## src/rtl/cvita_chunker_pkg.sv

```systemverilog
// cvita_chunker_pkg
// Shared CVITA definitions for the chunker: header length field position,
// word size, FSM state encoding and a helper that converts the header byte
// length into a 64-bit word count.
package cvita_chunker_pkg;

  localparam int CVITA_LEN_MSB    = 47;
  localparam int CVITA_LEN_LSB    = 32;
  localparam int CVITA_WORD_BYTES = 8;
  localparam int CVITA_WORD_SHIFT = $clog2(CVITA_WORD_BYTES);

  typedef enum logic [1:0] {
    ST_HEADER = 2'd0,
    ST_DATA   = 2'd1,
    ST_PAD    = 2'd2,
    ST_ERROR  = 2'd3
  } chunk_state_t;

  // Words occupied by a packet whose header claims len_bytes bytes.
  // Computed one bit wider than the length field so a length near 64 KiB
  // cannot wrap during the round-up, and never less than one word because
  // the header itself always occupies a word.
  function automatic logic [16:0] hdr_words(input logic [15:0] len_bytes);
    logic [16:0] words;
    words = ({1'b0, len_bytes} + 17'(CVITA_WORD_BYTES - 1)) >> CVITA_WORD_SHIFT;
    if (words == 17'd0) begin
      words = 17'd1;
    end
    return words;
  endfunction

endpackage

```

## src/rtl/cvita_chunker_flop2.sv

```systemverilog
// axi_fifo_flop2
// Two-entry AXI-stream register stage. The output register feeds o_* and a
// skid register catches one word when the consumer stalls, so the upstream
// ready is fully registered while throughput stays at one word per cycle.
// An accepted word appears on o_tvalid one cycle later.
//
// Ports:
//   clk, reset_n   clock and synchronous active-low reset
//   clear          synchronous flush of both entries
//   i_tdata/i_tvalid/i_tready   upstream stream
//   o_tdata/o_tvalid/o_tready   downstream stream
module axi_fifo_flop2 #(
  parameter int WIDTH = 65
) (
  input  logic             clk,
  input  logic             reset_n,
  input  logic             clear,
  input  logic [WIDTH-1:0] i_tdata,
  input  logic             i_tvalid,
  output logic             i_tready,
  output logic [WIDTH-1:0] o_tdata,
  output logic             o_tvalid,
  input  logic             o_tready
);

  logic [WIDTH-1:0] skid_data;
  logic             skid_valid;
  logic             push;

  // Upstream may push whenever the skid slot is free; the output register
  // is either free or about to move into the skid slot.
  assign i_tready = !skid_valid;
  assign push     = i_tvalid && i_tready;

  // Output register refills from the skid slot first so ordering is kept,
  // otherwise straight from the input. When the output is held by back-
  // pressure, a newly pushed word parks in the skid slot.
  always_ff @(posedge clk) begin
    if (!reset_n || clear) begin
      o_tdata    <= '0;
      o_tvalid   <= 1'b0;
      skid_data  <= '0;
      skid_valid <= 1'b0;
    end else begin
      if (!o_tvalid || o_tready) begin
        if (skid_valid) begin
          o_tdata    <= skid_data;
          o_tvalid   <= 1'b1;
          skid_valid <= 1'b0;
        end else if (push) begin
          o_tdata  <= i_tdata;
          o_tvalid <= 1'b1;
        end else begin
          o_tvalid <= 1'b0;
        end
      end else if (push) begin
        skid_data  <= i_tdata;
        skid_valid <= 1'b1;
      end
    end
  end

endmodule

```

## src/rtl/cvita_chunker.sv

```systemverilog
// cvita_chunker
// Transmit-side framer for CVITA streams. Each incoming packet is forwarded
// unchanged and followed by PAD_VALUE words until exactly frame_q words have
// been emitted; o_tlast marks the final word of every frame. Packets whose
// header length cannot fit in a frame, or that run past the frame without
// ending, raise a sticky error and all further input is swallowed until
// clear or reset.
//
// Ports:
//   clk, reset_n   clock and synchronous active-low reset
//   clear          synchronous soft reset, also re-samples frame_size
//   frame_size     frame length in 64-bit words (sampled at reset/clear)
//   i_tdata/i_tlast/i_tvalid/i_tready   input CVITA packet stream
//   o_tdata/o_tlast/o_tvalid/o_tready   output fixed-size frame stream
//   error          sticky oversize/protocol error flag
module cvita_chunker
  import cvita_chunker_pkg::*;
#(
  parameter logic [63:0] PAD_VALUE = 64'hFFFF_FFFF_FFFF_FFFF,
  parameter int          CNT_W     = 16
) (
  input  logic             clk,
  input  logic             reset_n,
  input  logic             clear,
  input  logic [CNT_W-1:0] frame_size,
  input  logic [63:0]      i_tdata,
  input  logic             i_tlast,
  input  logic             i_tvalid,
  output logic             i_tready,
  output logic [63:0]      o_tdata,
  output logic             o_tlast,
  output logic             o_tvalid,
  input  logic             o_tready,
  output logic             error
);

  chunk_state_t     state, state_next;
  logic [CNT_W-1:0] count, count_next;
  logic [CNT_W-1:0] frame_q;
  logic             error_next;

  logic [CNT_W-1:0] count_inc;
  logic             at_end;
  logic             hdr_bad;

  logic             s_valid;
  logic             s_last;
  logic [63:0]      s_data;
  logic             f_ready;
  logic [64:0]      f_out;

  // count holds the words already emitted in the current frame, so the word
  // being offered now is number count_inc. In ST_HEADER count is zero.
  assign count_inc = count + CNT_W'(1);
  assign at_end    = (count_inc == frame_q);
  assign hdr_bad   = (frame_q == '0) ||
                     (hdr_words(i_tdata[CVITA_LEN_MSB:CVITA_LEN_LSB]) > {1'b0, frame_q});

  // State, word counter, sampled frame length and sticky error. Reset and
  // clear have the same effect here; any packet in flight is abandoned.
  always_ff @(posedge clk) begin
    if (!reset_n || clear) begin
      state   <= ST_HEADER;
      count   <= '0;
      error   <= 1'b0;
      frame_q <= frame_size;
    end else begin
      state <= state_next;
      count <= count_next;
      error <= error_next;
    end
  end

  // Next-state and stage outputs. The stage offers one word at a time to
  // the output flop; input is only consumed when the flop accepts, except
  // in ST_ERROR where input is drained and dropped. A header that claims
  // more words than the frame holds is consumed but never emitted. A packet
  // that reaches the frame end without tlast gets its last word marked as
  // frame end and then the block locks in ST_ERROR; this also covers a
  // one-word frame whose header word arrives without tlast.
  always_comb begin
    state_next = state;
    count_next = count;
    error_next = error;
    i_tready   = 1'b0;
    s_valid    = 1'b0;
    s_data     = i_tdata;
    s_last     = at_end;

    case (state)
      ST_HEADER: begin
        i_tready = f_ready;
        s_valid  = i_tvalid && !hdr_bad;
        if (i_tvalid && f_ready) begin
          if (hdr_bad) begin
            error_next = 1'b1;
            state_next = ST_ERROR;
          end else if (at_end) begin
            count_next = '0;
            if (!i_tlast) begin
              error_next = 1'b1;
              state_next = ST_ERROR;
            end
          end else begin
            count_next = count_inc;
            state_next = i_tlast ? ST_PAD : ST_DATA;
          end
        end
      end

      ST_DATA: begin
        i_tready = f_ready;
        s_valid  = i_tvalid;
        if (i_tvalid && f_ready) begin
          if (at_end) begin
            count_next = '0;
            if (i_tlast) begin
              state_next = ST_HEADER;
            end else begin
              error_next = 1'b1;
              state_next = ST_ERROR;
            end
          end else begin
            count_next = count_inc;
            if (i_tlast) begin
              state_next = ST_PAD;
            end
          end
        end
      end

      ST_PAD: begin
        s_valid = 1'b1;
        s_data  = PAD_VALUE;
        if (f_ready) begin
          if (at_end) begin
            count_next = '0;
            state_next = ST_HEADER;
          end else begin
            count_next = count_inc;
          end
        end
      end

      ST_ERROR: begin
        i_tready = 1'b1;
      end

      default: begin
        state_next = ST_HEADER;
      end
    endcase
  end

  axi_fifo_flop2 #(
    .WIDTH (65)
  ) out_flop (
    .clk      (clk),
    .reset_n  (reset_n),
    .clear    (clear),
    .i_tdata  ({s_last, s_data}),
    .i_tvalid (s_valid),
    .i_tready (f_ready),
    .o_tdata  (f_out),
    .o_tvalid (o_tvalid),
    .o_tready (o_tready)
  );

  assign o_tlast = f_out[64];
  assign o_tdata = f_out[63:0];

endmodule

```

## config.mk

```make
export PLATFORM = sky130hd
export DESIGN_NAME = cvita_chunker
export DESIGN_NICKNAME = d
export VERILOG_FILES = /design/src/rtl/cvita_chunker_pkg.sv /design/src/rtl/cvita_chunker_flop2.sv /design/src/rtl/cvita_chunker.sv
export SDC_FILE = /design/constraint.sdc
export NUM_CORES = 1
export LEC_CHECK = 0
export BUFFER_PORTS_ARGS = -buffer_cell sky130_fd_sc_hd__buf_2
export CORE_UTILIZATION = 45
export CTS_BUF_LIST = sky130_fd_sc_hd__clkbuf_2 sky130_fd_sc_hd__clkbuf_4 sky130_fd_sc_hd__clkbuf_8
export DETAILED_ROUTE_END_ITERATION = 8
export PLACE_DENSITY = 0.78
export SETUP_SLACK_MARGIN = 0.4
export SLEW_MARGIN = 0
export SYNTH_ARGS = -nofsm -noshare
export SYNTH_HDL_FRONTEND = slang
export SYNTH_SLANG_ARGS = --single-unit
```

## constraint.sdc

```tcl
create_clock -name clk -period 5.7 [get_ports clk]
set_input_delay 0.57 -clock clk [delete_from_list [all_inputs] [get_ports clk]]
set_output_delay 0.57 -clock clk [all_outputs]
set_load 0.005 [all_outputs]
```

# --- Word level (Yosys, flattened, before mapping) ---
# Index checks and enable logic that the tools add are counted.
word_totals:
  register_bits: 167
op_classes:
  n_addsub: 2
  n_lt_le_gt_ge: 1
  n_eq_ne: 11
  muxes: 32
  bitwise_logic: 1
  n_reduce_logical: 23
op_table:
  columns: ["operator", "count"]
  rows:
  - ["65-bit 2-to-1 mux", 2]
  - ["16-bit 2-to-1 mux", 5]
  - ["64-bit 2-to-1 mux", 1]
  - ["16-bit case mux with 3 select lines", 1]
  - ["2-bit 2-to-1 mux", 11]
  - ["16-bit by 3-bit adder with 17-bit output, second input constant", 1]
  - ["17-bit logical NOT", 1]
  - ["16-bit by 1-bit adder with 16-bit output, second input constant", 1]
  - ["16-bit equality test", 1]
  - ["14-bit by 16-bit greater-than comparator with 1-bit output", 1]
  - ["16-bit logical NOT", 1]
  - ["14-bit 2-to-1 mux", 1]
  - ["2-bit inequality test, second input constant", 5]
  - ["1-bit 2-to-1 mux", 7]
  - ["7-bit AND reduction", 1]
  - ["2-bit case mux with 3 select lines", 1]
  - ["5-bit AND reduction", 1]
  - ["2-bit equality test, second input constant", 2]
  - ["1-bit logical NOT", 4]
  - ["4-bit inequality test, second input constant", 1]
  - ["1-bit case mux with 2 select lines", 2]
  - ["2-bit AND reduction", 2]
  - ["2-bit nonzero test", 2]
  - ["2-bit OR reduction", 2]
  - ["9 further kinds", 13]

# --- Longest topological paths before layout ---
# Gate-level depths: netlist of the first run.
logic_depth:
  ltp_word: 11
  mapped_depth: 19

# --- Cells and area by module ---
# A second synthesis of the first run with hierarchy kept.
unflattened:
  hier_cells: 992
  hier_area_um2: 8799.7
by_module_without_submodules:
  columns: ["module", "n_inst", "cells_per_inst", "area_each_um2"]
  rows:
  - ["axi_fifo_flop2", 1, 591, 5550.3]
  - ["cvita_chunker", 1, 401, 3249.4]

# --- Worst setup path before layout of the first run ---
# No wires, ideal clock.
synth_timing:
  path_kind: "input-to-reg"
  from: "input i_tdata[34]"
  to: "register out_flop.skid_data[12]"
  setup_time_ns: 0.086
  t_arrival_ns: 4.037
  setup_slack_ns: 1.577
  path_stages: 19
  path_cell_list: "nor3_1 nor3b_1 nand3_1 nor2_1 nand3_1 nor2_1 nand4_1 xnor2_1 ha_1 a21o_1 a21oi_1 o32a_1 nand3b_1 a31oi_1 a21o_1 clkbuf_1 clkbuf_1 nor2_1 a211oi_1"
synth_via:
  elab_chain_cells: 10
synth_lines:
  columns: ["item", "line_no", "source"]
  rows:
  - ["start, declared", "cvita_chunker.sv:26", "input logic [63:0] i_tdata,"]
  - ["16-bit by 3-bit adder with 17-bit output (*)", "cvita_chunker_pkg.sv:25", "words = ({1'b0, len_bytes} + 17'(CVITA_WORD_BYTES - 1)) >> CVITA_WORD_SHIFT;"]
  - ["17-bit logical NOT", "cvita_chunker_pkg.sv:26", "if (words == 17'd0) begin"]
  - ["14-bit 2-to-1 mux (*)", "cvita_chunker_pkg.sv:26", null]
  - ["14-bit by 16-bit greater-than comparator with 1-bit output (*)", "cvita_chunker.sv:57", "(hdr_words(i_tdata[CVITA_LEN_MSB:CVITA_LEN_LSB]) > {1'b0, frame_q});"]
  - ["1-bit logical OR (*)", "cvita_chunker.sv:56", "assign hdr_bad = (frame_q == '0) ||"]
  - ["1-bit logical NOT (*)", "cvita_chunker.sv:93", "s_valid = i_tvalid && !hdr_bad;"]
  - ["1-bit logical AND (*)", "cvita_chunker.sv:93", null]
  - ["1-bit case mux with 3 select lines (*)", "cvita_chunker.sv:90", "case (state)"]
  - ["1-bit logical AND (*)", "cvita_chunker_flop2.sv:33", "assign push = i_tvalid && i_tready;"]
  - ["2-bit AND reduction (no source line) (*)", null, null]
  - ["end signal, assigned", "cvita_chunker_flop2.sv:57", "skid_data <= i_tdata;"]
  - ["end, declared", "cvita_chunker_flop2.sv:26", "logic [WIDTH-1:0] skid_data;"]
# Every way passes the cells marked *; elsewhere a longest branch is shown, timed or not.
# A chain may end at the register's enable or synchronous reset.

# --- Worst setup path after layout of the first run ---
layout_timing:
  from: "input i_tdata[35]"
  to: "register out_flop.o_tdata[16]"
layout_via:
  elab_chain_cells: 11
layout_lines:
  columns: ["item", "line_no", "source"]
  rows:
  - ["16-bit by 3-bit adder with 17-bit output (*)", "cvita_chunker_pkg.sv:25", null]
  - ["17-bit logical NOT", "cvita_chunker_pkg.sv:26", null]
  - ["14-bit 2-to-1 mux (*)", "cvita_chunker_pkg.sv:26", null]
  - ["14-bit by 16-bit greater-than comparator with 1-bit output (*)", "cvita_chunker.sv:57", null]
  - ["1-bit logical OR (*)", "cvita_chunker.sv:56", null]
  - ["1-bit logical NOT (*)", "cvita_chunker.sv:93", null]
  - ["1-bit logical AND (*)", "cvita_chunker.sv:93", null]
  - ["1-bit case mux with 3 select lines (*)", "cvita_chunker.sv:90", null]
  - ["1-bit logical AND (*)", "cvita_chunker_flop2.sv:33", null]
  - ["2-bit nonzero test (no source line) (*)", null, null]
  - ["2-bit AND reduction (no source line) (*)", null, null]
  - ["end signal, assigned", "cvita_chunker_flop2.sv:47", "o_tdata <= skid_data;"]
  - ["end signal, assigned", "cvita_chunker_flop2.sv:51", "o_tdata <= i_tdata;"]
  - ["end, declared", "cvita_chunker_flop2.sv:21", "output logic [WIDTH-1:0] o_tdata,"]
# Marked as above.

==> results by stage, run 1 <==
Place:
- Timing analysis after detailed placement gives a worst setup slack of 835 ps.
- Once placement finished, the instance area stood at 0.00899 mm^2.
- Including well taps, the total number of placed cells is 1367.
- The quantity of I/O buffers inserted on ports is 153.
- The congestion estimate from routability-driven global placement came to 0.879.
- The half-perimeter wire length of the detailed placement result is 13500 um.

Timing:
- The period utilization is 78.0%.
- In this run the tightest slew margin relative to its limit is 20.3%.
- The number of hold violations in the final report came to 0.
- For the final routed database, the setup TNS stands at 0 ps.
- The max-slew violation count is 0.
- Across the routed clock network, the largest skew measured is 11.9 ps.
- Setup repair after global routing left no endpoint under its margin.
- Setup slack on the critical path of the routed design comes to 1250 ps.
- The total of endpoints with negative setup slack in the final report is 0.
- The fmax is 0.225 GHz.
- The transition time at the pin with the least slew margin is 1200 ps.
- The final critical delay including setup and external delays is 4450 ps.

CTS:
- The root buffer cell chosen for the clock tree is sky130_fd_sc_hd__clkbuf_8.
- The register clock-pin slew on the reported worst setup and hold paths is 90 ps.
- The clock sink total is 167.
- The number of buffers on the longest clock path is 2.
- The number of setup buffers added after CTS is 0.
- Counting the buffers created by CTS gives 17.
- The insertion delay of the later-clocked pin in the worst-skew pair is 480 ps.
- The number of levels the H-tree was split into is 4.
- TritonCTS built the clock tree.
- The post-cts gate resize count is 0.
- Hold repair after CTS inserted 0 buffers.

Final layout:
- The total inserted antenna cells is 0.
- The net count of the finished layout is 1266.
- The summed area of non-filler cells in the final layout is 0.00943 mm^2.
- The library cells used most frequently in the layout, excluding fill and tap cells, are sky130_fd_sc_hd__nand2_1, sky130_fd_sc_hd__nor2_1, sky130_fd_sc_hd__buf_2, sky130_fd_sc_hd__dfxtp_1, sky130_fd_sc_hd__a21oi_1.
- Cells with a size suffix above 1 make up 18.0% of the layout.
- The library cell used most frequently in the layout, excluding fill and tap cells, is sky130_fd_sc_hd__nand2_1.
- The finished layout holds 1399 standard cells, fillers aside.
- Cells fill 54.0% of the core in the end.
- The relative area change from synthesis to final layout is 15.7%.

Floorplan:
- The core region is 0.0175 mm^2.
- During I/O placement, the number of pins put on the boundary was 154.
- The initial cell density of the core is 46.7%.
- The floorplan row count is 48.
- From bottom edge to top edge, the die measures 137 um.
- The area enclosed by the die boundary is 0.0187 mm^2.
- The floorplan die width is 137 um.

Synth:
- The number of warnings reported in the yosys synthesis log is 0.
- The post-synthesis sequential area ratio is 43.0%.
- The synthesized cell area is 0.00815 mm^2.
- The synthesized netlist contains 65 unique library cells.
- Counting flops and latches in the post-synthesis netlist gives 167.
- A synthesized cell averages 7.70 um^2.
- Counting flops with a built-in enable in the synthesized netlist gives 16.
- In the synthesized netlist the async set-or-reset flop fraction comes to 0%.
- In the synthesized netlist the dominant register cell turns out to be sky130_fd_sc_hd__dfxtp_1.
- After technology mapping, the gate count stands at 1059.
- The post-synth net total is 1164.

Routing:
- The pre-antenna-repair detailed-routing pass consisted of 5 iterations.
- For this block, the initial DRC count from the detailed router was 538.
- The number of design rule violations left after detail routing is 0.
- The wire length per cell after detailed routing is 14.8 um.
- In the routed layout, each cell is associated on average with a via count of 5.46.
- Wires add up to 20600 um.
- The total number of vias is 7643.
- In this run the remaining antenna-violating nets after routing total 0.

GRT:
- The via count of the first global-routing pass is 6996.
- The number of antenna violations at the first check in global routing is 0.
- The maximum number of pins on one net before global-route repair is 137.
- Summed over all layers, the global routing overflow is 0.
- The global router's overall resource usage is 22.8%.
- The first global-routing pass estimated 33600 um of wire.

Critical path:
- The worst setup path is captured at a register.
- Along the worst path, the maximum fanout reaches 21.
- The launching element type of the critical path is an input port.
- The data arrival time of the worst path is 4840 ps.
- The type of the worst setup path is in -> reg.
- The data required time at the worst endpoint is 6090 ps.
- Across all register-to-register paths, the minimum setup slack is 1830 ps.

Min path:
- The worst hold path class is in -> reg.

Power:
- Cell internal power was estimated by the tool at 1.88 mW.
- The clock group share of total power is 34.9%.
- The power per standard cell area is 286 mW/mm^2.
- The worst-case IR drop observed on VDD is 0.173 mV.
- The power share of the combinational group is 17.6%.
- In this run, flip-flops and latches consume 47.5% of the power.
- In this run switching power makes up 30.2% of total power.
- Summed over all nets, the switching power comes to 816 uW.
- For this design the static power due to leakage is 3.65 nW.

Run:
- Max-cap violations in this run came to 0.

Outcome:
- The run finished with clean final reports.
## per-stage QoR
step | hold WS, ps | total power, mW
after floorplan | 448 | 1.60
after global placement | 436 | 1.77
after detailed placement | 441 | 1.78
after CTS | 242 | 2.72
after global routing | 246 | 2.83
final | 265 | 2.70
## state kept, by name, summed over array words and instances, names as in the netlist
signal               flops
frame_q                 16
out_flop.skid_data      65
out_flop.o_tvalid        1
count                   16
state                    2
error                    1
out_flop.o_tdata        65
out_flop.skid_valid      1
## routing by layer
metal / vias to the layer above / wire (um) / part of all wire [%] / GRT usage [%]
li1: 3846 / - / - / -
met4: 0 / 423 / 2.0 / 8.09
met5: - / 0 / 0 / 0
met1: 3525 / 9400 / 46 / 30.0
met3: 38 / 1380 / 6.7 / 6.07
met2: 234 / 9440 / 46 / 35.6
## synth_stat cells, types with 6 or more instances
cell type	number	area, um^2
sky130_fd_sc_hd__nand2b_1	6	37.5
sky130_fd_sc_hd__xnor2_1	18	158
sky130_fd_sc_hd__edfxtp_1	16	480
sky130_fd_sc_hd__o21ai_0	82	410
sky130_fd_sc_hd__xor2_1	13	114
sky130_fd_sc_hd__or3_1	8	50.1
sky130_fd_sc_hd__ha_1	19	238
sky130_fd_sc_hd__nand4_1	10	62.6
sky130_fd_sc_hd__clkbuf_1	64	240
sky130_fd_sc_hd__nand3_1	14	70.1
sky130_fd_sc_hd__dfxtp_1	151	3020
sky130_fd_sc_hd__a21oi_1	95	475
sky130_fd_sc_hd__a31oi_1	6	37.5
sky130_fd_sc_hd__a211oi_1	66	495
sky130_fd_sc_hd__nand2_1	203	762
sky130_fd_sc_hd__inv_1	24	90.1
sky130_fd_sc_hd__nor3_1	13	65.1
sky130_fd_sc_hd__nor2_1	158	593
sky130_fd_sc_hd__nor4_1	6	37.5
sky130_fd_sc_hd__buf_1	6	22.5
## power by group through the flow
stage,combinational [mW],clock [mW],sequential (mW)
after global routing,0.535,1.01,1.29
after floorplan,0.309,0,1.30
after global placement,0.462,0,1.31
final,0.474,0.942,1.28
after CTS,0.475,0.960,1.28
after detailed placement,0.471,0,1.31
## worst max-delay path, cell delays in order
cell and delay [ps]:
sky130_fd_sc_hd__buf_2 140, sky130_fd_sc_hd__nand2_1 80, sky130_fd_sc_hd__nor3b_1 380, sky130_fd_sc_hd__nand3_1 180
sky130_fd_sc_hd__nor2_1 220, sky130_fd_sc_hd__nand3_1 160, sky130_fd_sc_hd__nor2_1 240, sky130_fd_sc_hd__nand4_1 170
sky130_fd_sc_hd__xnor2_1 160, sky130_fd_sc_hd__ha_1 290, sky130_fd_sc_hd__a21o_1 180, sky130_fd_sc_hd__a21oi_1 140
sky130_fd_sc_hd__o32a_1 190, sky130_fd_sc_hd__nand4b_1 180, sky130_fd_sc_hd__a31oi_1 370, sky130_fd_sc_hd__o211a_2 580
sky130_fd_sc_hd__buf_4 340, sky130_fd_sc_hd__nand2_1 100, sky130_fd_sc_hd__a21oi_1 170
## final timing paths
path / from / end / depth (start not counted)
worst max-delay path: i_tdata[35] / out_flop.o_tdata[16] / 19
worst min-delay path: frame_size[2] / frame_q[2] / 1
worst max register to register: count[0] / state[0] / 10
worst min register to register: out_flop.o_tdata[32] / out_flop.o_tdata[32] / 2
## final cells by class
cell class / count / area (um^2)
tap: 225 / 282
inverter: 25 / 96.3
timing repair buffer: 164 / 873
clock buffer: 20 / 275
sequential: 167 / 3510
multi-input combinational: 786 / 4240
clock inverter: 12 / 164
fill: 1663 / 8040
## logic make-up (layout without fill, tap and decap cells)
group,count (synthesis),count (layout),share of synthesized area [%]
AOI/OAI and AO/OA,277,277,20.4
xor gates and xnor gates,31,31,3.33
adders and majority gates,19,19,2.92
buffers and inverters,106,221,5.22
DFF,167,167,43.0
muxes,3,3,0.368
and+or+nand+nor,456,456,24.8
(Power assumes the default switching activity.)
==> run 2, diff against run 1 <==
--- a/config.mk
+++ b/config.mk
@@ -9,7 +9,7 @@
 export CORE_UTILIZATION = 45
 export CTS_BUF_LIST = sky130_fd_sc_hd__clkbuf_2 sky130_fd_sc_hd__clkbuf_4 sky130_fd_sc_hd__clkbuf_8
 export DETAILED_ROUTE_END_ITERATION = 8
-export PLACE_DENSITY = 0.78
+export PLACE_DENSITY = 0.81
 export SETUP_SLACK_MARGIN = 0.4
 export SLEW_MARGIN = 0
 export SYNTH_ARGS = -nofsm -noshare
==> constraint.sdc (replaced) <==
create_clock -name clk -period 3.6 [get_ports clk]
set_input_delay 0.36 -clock clk [delete_from_list [all_inputs] [get_ports clk]]
set_output_delay 0.36 -clock clk [all_outputs]
set_load 0.005 [all_outputs]
==> run 2 against run 1 <==
Utilization increased by 3.8 points; cell count increased by 2.6%; first-iteration DRC count increased by 9.7%; design area increased by 7.1%; clock power increased by 50%; die area unchanged; sequential cell count unchanged; clock skew increased by 7.2 ps.
==> results by stage, run 2 (synthesis results as in run 1) <==
Final layout:
- The summed area of non-filler cells in the final layout is 0.0101 mm^2.
- From synthesis to final layout, the design area changed by 23.9%.
- In the final layout, flip-flops and latches occupy 0.00351 mm^2.
- In the layout the commonest cells are sky130_fd_sc_hd__nand2_1, sky130_fd_sc_hd__nor2_1, sky130_fd_sc_hd__dfxtp_1, sky130_fd_sc_hd__buf_2, sky130_fd_sc_hd__a21oi_1.
- Cells with a size suffix above 1 make up 22.6% of the layout.
- Leaving out fill and tap cells, the most frequent cell in the layout is sky130_fd_sc_hd__nand2_1.
- In the final layout, the registers with the most flip-flops are out_flop.o_tdata (65), out_flop.skid_data (65).
- After filler insertion, the fill cell instance count of the layout stands at 1523.
- Excluding fillers, the count of instances in the completed layout stands at 1435.
- For this run, the post-layout net count is 1301.
- The multi-input combinational cells in the finished layout cover a total of 0.00442 mm^2.

Min path:
- The worst hold path class is in -> reg.
- The worst hold path begins at frame_size[12].
- Along the worst hold path, the cell count comes to 1.
- The worst min-delay path endpoint is frame_q[12].

Timing:
- The final hold slack is 64.5 ps.
- At the pin with the least slew margin, the transition time is 1150 ps.
- The period utilization is 87.9%.
- The smallest clock period supported by the final layout is computed as 3160 ps.
- Setup violations remaining at the end of the flow were counted as 0.
- In this run the tightest slew margin relative to its limit is 23.0%.
- Setup repair after global routing could not meet its margin everywhere.
- The number of hold violations in the final report is 0.
- The max-slew violation count is 0.
- The final-layout setup total negative slack is 0 ps.
- The worst clock skew on the final layout is 19.0 ps.
- Timing would allow up to 0.316 GHz.

Critical path:
- STA puts the critical path data arrival time at 3550 ps.
- The worst setup path is launched from an input port.
- The data required time at the worst endpoint is 3990 ps.
- Counting cells, the worst reg-to-reg path comes to 9.
- The critical path is of the in -> reg type.
- The reg-to-reg setup timing slack is 580 ps.
- In this run the critical register-to-register path is launched from count[2].
- The end of the worst register-to-register path is count[5].
- The worst setup path is captured at a register.
- In this run the worst path has a maximum fanout of 8.

Power:
- The part of the total power dissipated in sequential elements is 46.1%.
- The clock network is responsible for 32.1% of the overall power.
- The highest ir drop seen on vdd is 0.313 mV.
- The power share of the combinational group is 21.9%.
- The completed layout was analyzed and its total power is 4.39 mW.
- The net switching fraction of the power is 32.4%.
- The power per standard cell area is 435 mW/mm^2.
- The switching power total is 1.42 mW.
- The leakage power is 3.95 nW.
- The internal power of the cells totals 2.97 mW.

CTS:
- The CTS tree is done.
- In this run, post-CTS hold repair placed 0 buffers.
- The insertion delay of the later-clocked pin in the worst-skew pair is 480 ps.
- Clock tree synthesis inserted a total of 17 buffers.
- No sink is reached through more buffers than the 2 on the longest clock path.
- The root buffer cell is sky130_fd_sc_hd__clkbuf_8.
- Clock-pin slew was measured on the worst setup and hold paths at 100 ps.
- The clock sink total is 167.
- The number of levels the H-tree was split into is 4.

Floorplan:
- From bottom edge to top edge, the die measures 137 um.
- The die is 137 um wide.
- The area enclosed by the die boundary is 0.0187 mm^2.
- For this configuration, the core starts out at a cell density of 46.7%.
- The floorplan row count is 48.
- The total area inside the core boundary comes to 0.0175 mm^2.
- For this design the top-level I/O count stands at 154.

Routing:
- After detailed routing, the number of vias per cell comes to 5.56.
- The pre-antenna-repair detailed-routing pass consisted of 6 iterations.
- The number of DRC violations after detailed-routing iteration 0 is 590.
- The count of nets left with antenna violations once routing finished came out at 0.
- The total wirelength of the detailed-routed design is 22400 um.
- The number of design rule violations left after detail routing is 0.
- Dividing the detail-routed wire length by the instance count gives 15.6 um.
- The total number of vias is 7972.

Place:
- The final RePlAce weighted congestion is 0.863.
- Summed over all nets, the half-perimeter wirelength after detailed placement is 14400 um.
- After detailed placement, the total cell area comes to 0.00931 mm^2.
- The quantity of I/O buffers inserted on ports is 153.
- In this run, placement finished with an instance count of 1390.

Run:
- The total of max-cap violations is 0.

GRT:
- The first global-routing pass estimated 33300 um of wire.
- The number of antenna violations at the first check in global routing is 2.
- Entering global routing, the biggest net connects 130 pins.
- The global router's overall resource usage is 22.5%.
- The total congestion overflow after global routing is 0.
- The via count of the first global-routing pass is 6977.

Outcome:
- The run finished with clean final reports.
==> run 2: changes by cell type in the layout (fill, tap and decap cells not counted), sizes merged <==
cell / delta
buf: +30
clkbuf: +4
inv: +3
bufinv: -2
clkinv: +2
clkinvlp: -2
diode: +1
==> run 2: worst max-delay path by stage <==
stage                                   to   startpoint  cells past startpoint  slack (ps)
finish                out_flop.o_tdata[38]  i_tdata[32]                     21         440
global route        out_flop.skid_data[47]  i_tdata[32]                     20         290
CTS                               count[7]  i_tdata[35]                     18         360
detailed placement   out_flop.skid_data[1]  i_tdata[35]                     19        -120
global placement     out_flop.skid_data[3]  i_tdata[35]                     19          -7
floorplan             out_flop.o_tdata[58]  i_tdata[35]                     18         160
==> run 2: critical path, stage by stage <==
cell	delay [ps]
sky130_fd_sc_hd__buf_6	80
sky130_fd_sc_hd__nor3_4	50
sky130_fd_sc_hd__nor3b_4	230
sky130_fd_sc_hd__nand3_2	130
sky130_fd_sc_hd__nor2_4	130
sky130_fd_sc_hd__nand3_4	80
sky130_fd_sc_hd__nor2_4	80
sky130_fd_sc_hd__nand4_1	120
sky130_fd_sc_hd__xnor2_1	160
sky130_fd_sc_hd__ha_1	290
sky130_fd_sc_hd__a21o_1	120
sky130_fd_sc_hd__a21oi_2	50
sky130_fd_sc_hd__o32a_1	300
sky130_fd_sc_hd__nand3b_1	140
sky130_fd_sc_hd__buf_6	120
sky130_fd_sc_hd__a31oi_4	110
sky130_fd_sc_hd__o211ai_1	360
sky130_fd_sc_hd__buf_6	230
sky130_fd_sc_hd__clkbuf_16	190
sky130_fd_sc_hd__nand2_1	60
sky130_fd_sc_hd__a21oi_1	130
==> run 2: layout make-up <==
| cell class | instances | share of cell area, % |
|---|---|---|
| Antenna cell | 1 | 0.0248 |
| Clock buffer | 19 | 2.59 |
| Clock inverter | 13 | 1.55 |
| Inverter | 25 | 0.954 |
| Multi-Input combinational cell | 786 | 43.7 |
| Sequential cell | 167 | 34.7 |
| Tap cell | 225 | 2.79 |
| Timing Repair Buffer | 199 | 13.6 |
==> run 2: what timing repair did <==
action,4_1_cts,5_1_grt
cloned,0,7
pin swaps,1,16
setup buffers,2,3
gates resized for setup,1,42
endpoints found under the setup margin,23,148
==> run 2: layer usage <==
metal	routed length, um	global-route usage, %
met1	9690	28.8
met2	10400	36.3
met3	1690	5.56
met4	659	8.83
met5	0	0
==> run 2: metrics by stage <==
stage	utilization [%]	setup slack, ps
2_1_floorplan	-	156
3_3_place_gp	53.3	-7.12
3_5_place_dp	53.3	-124
4_1_cts	55.9	365
5_1_grt	57.8	290
6_report	57.8	437
==> run 2: power by group through the flow <==
stage               combinational [mW]  sequential (mW)  clock [mW]
floorplan                        0.539             2.05           0
global placement                 0.782             2.06           0
detailed placement               0.798             2.06           0
CTS                              0.811             2.02        1.43
global route                      1.05             2.03        1.51
finish                           0.960             2.02        1.41
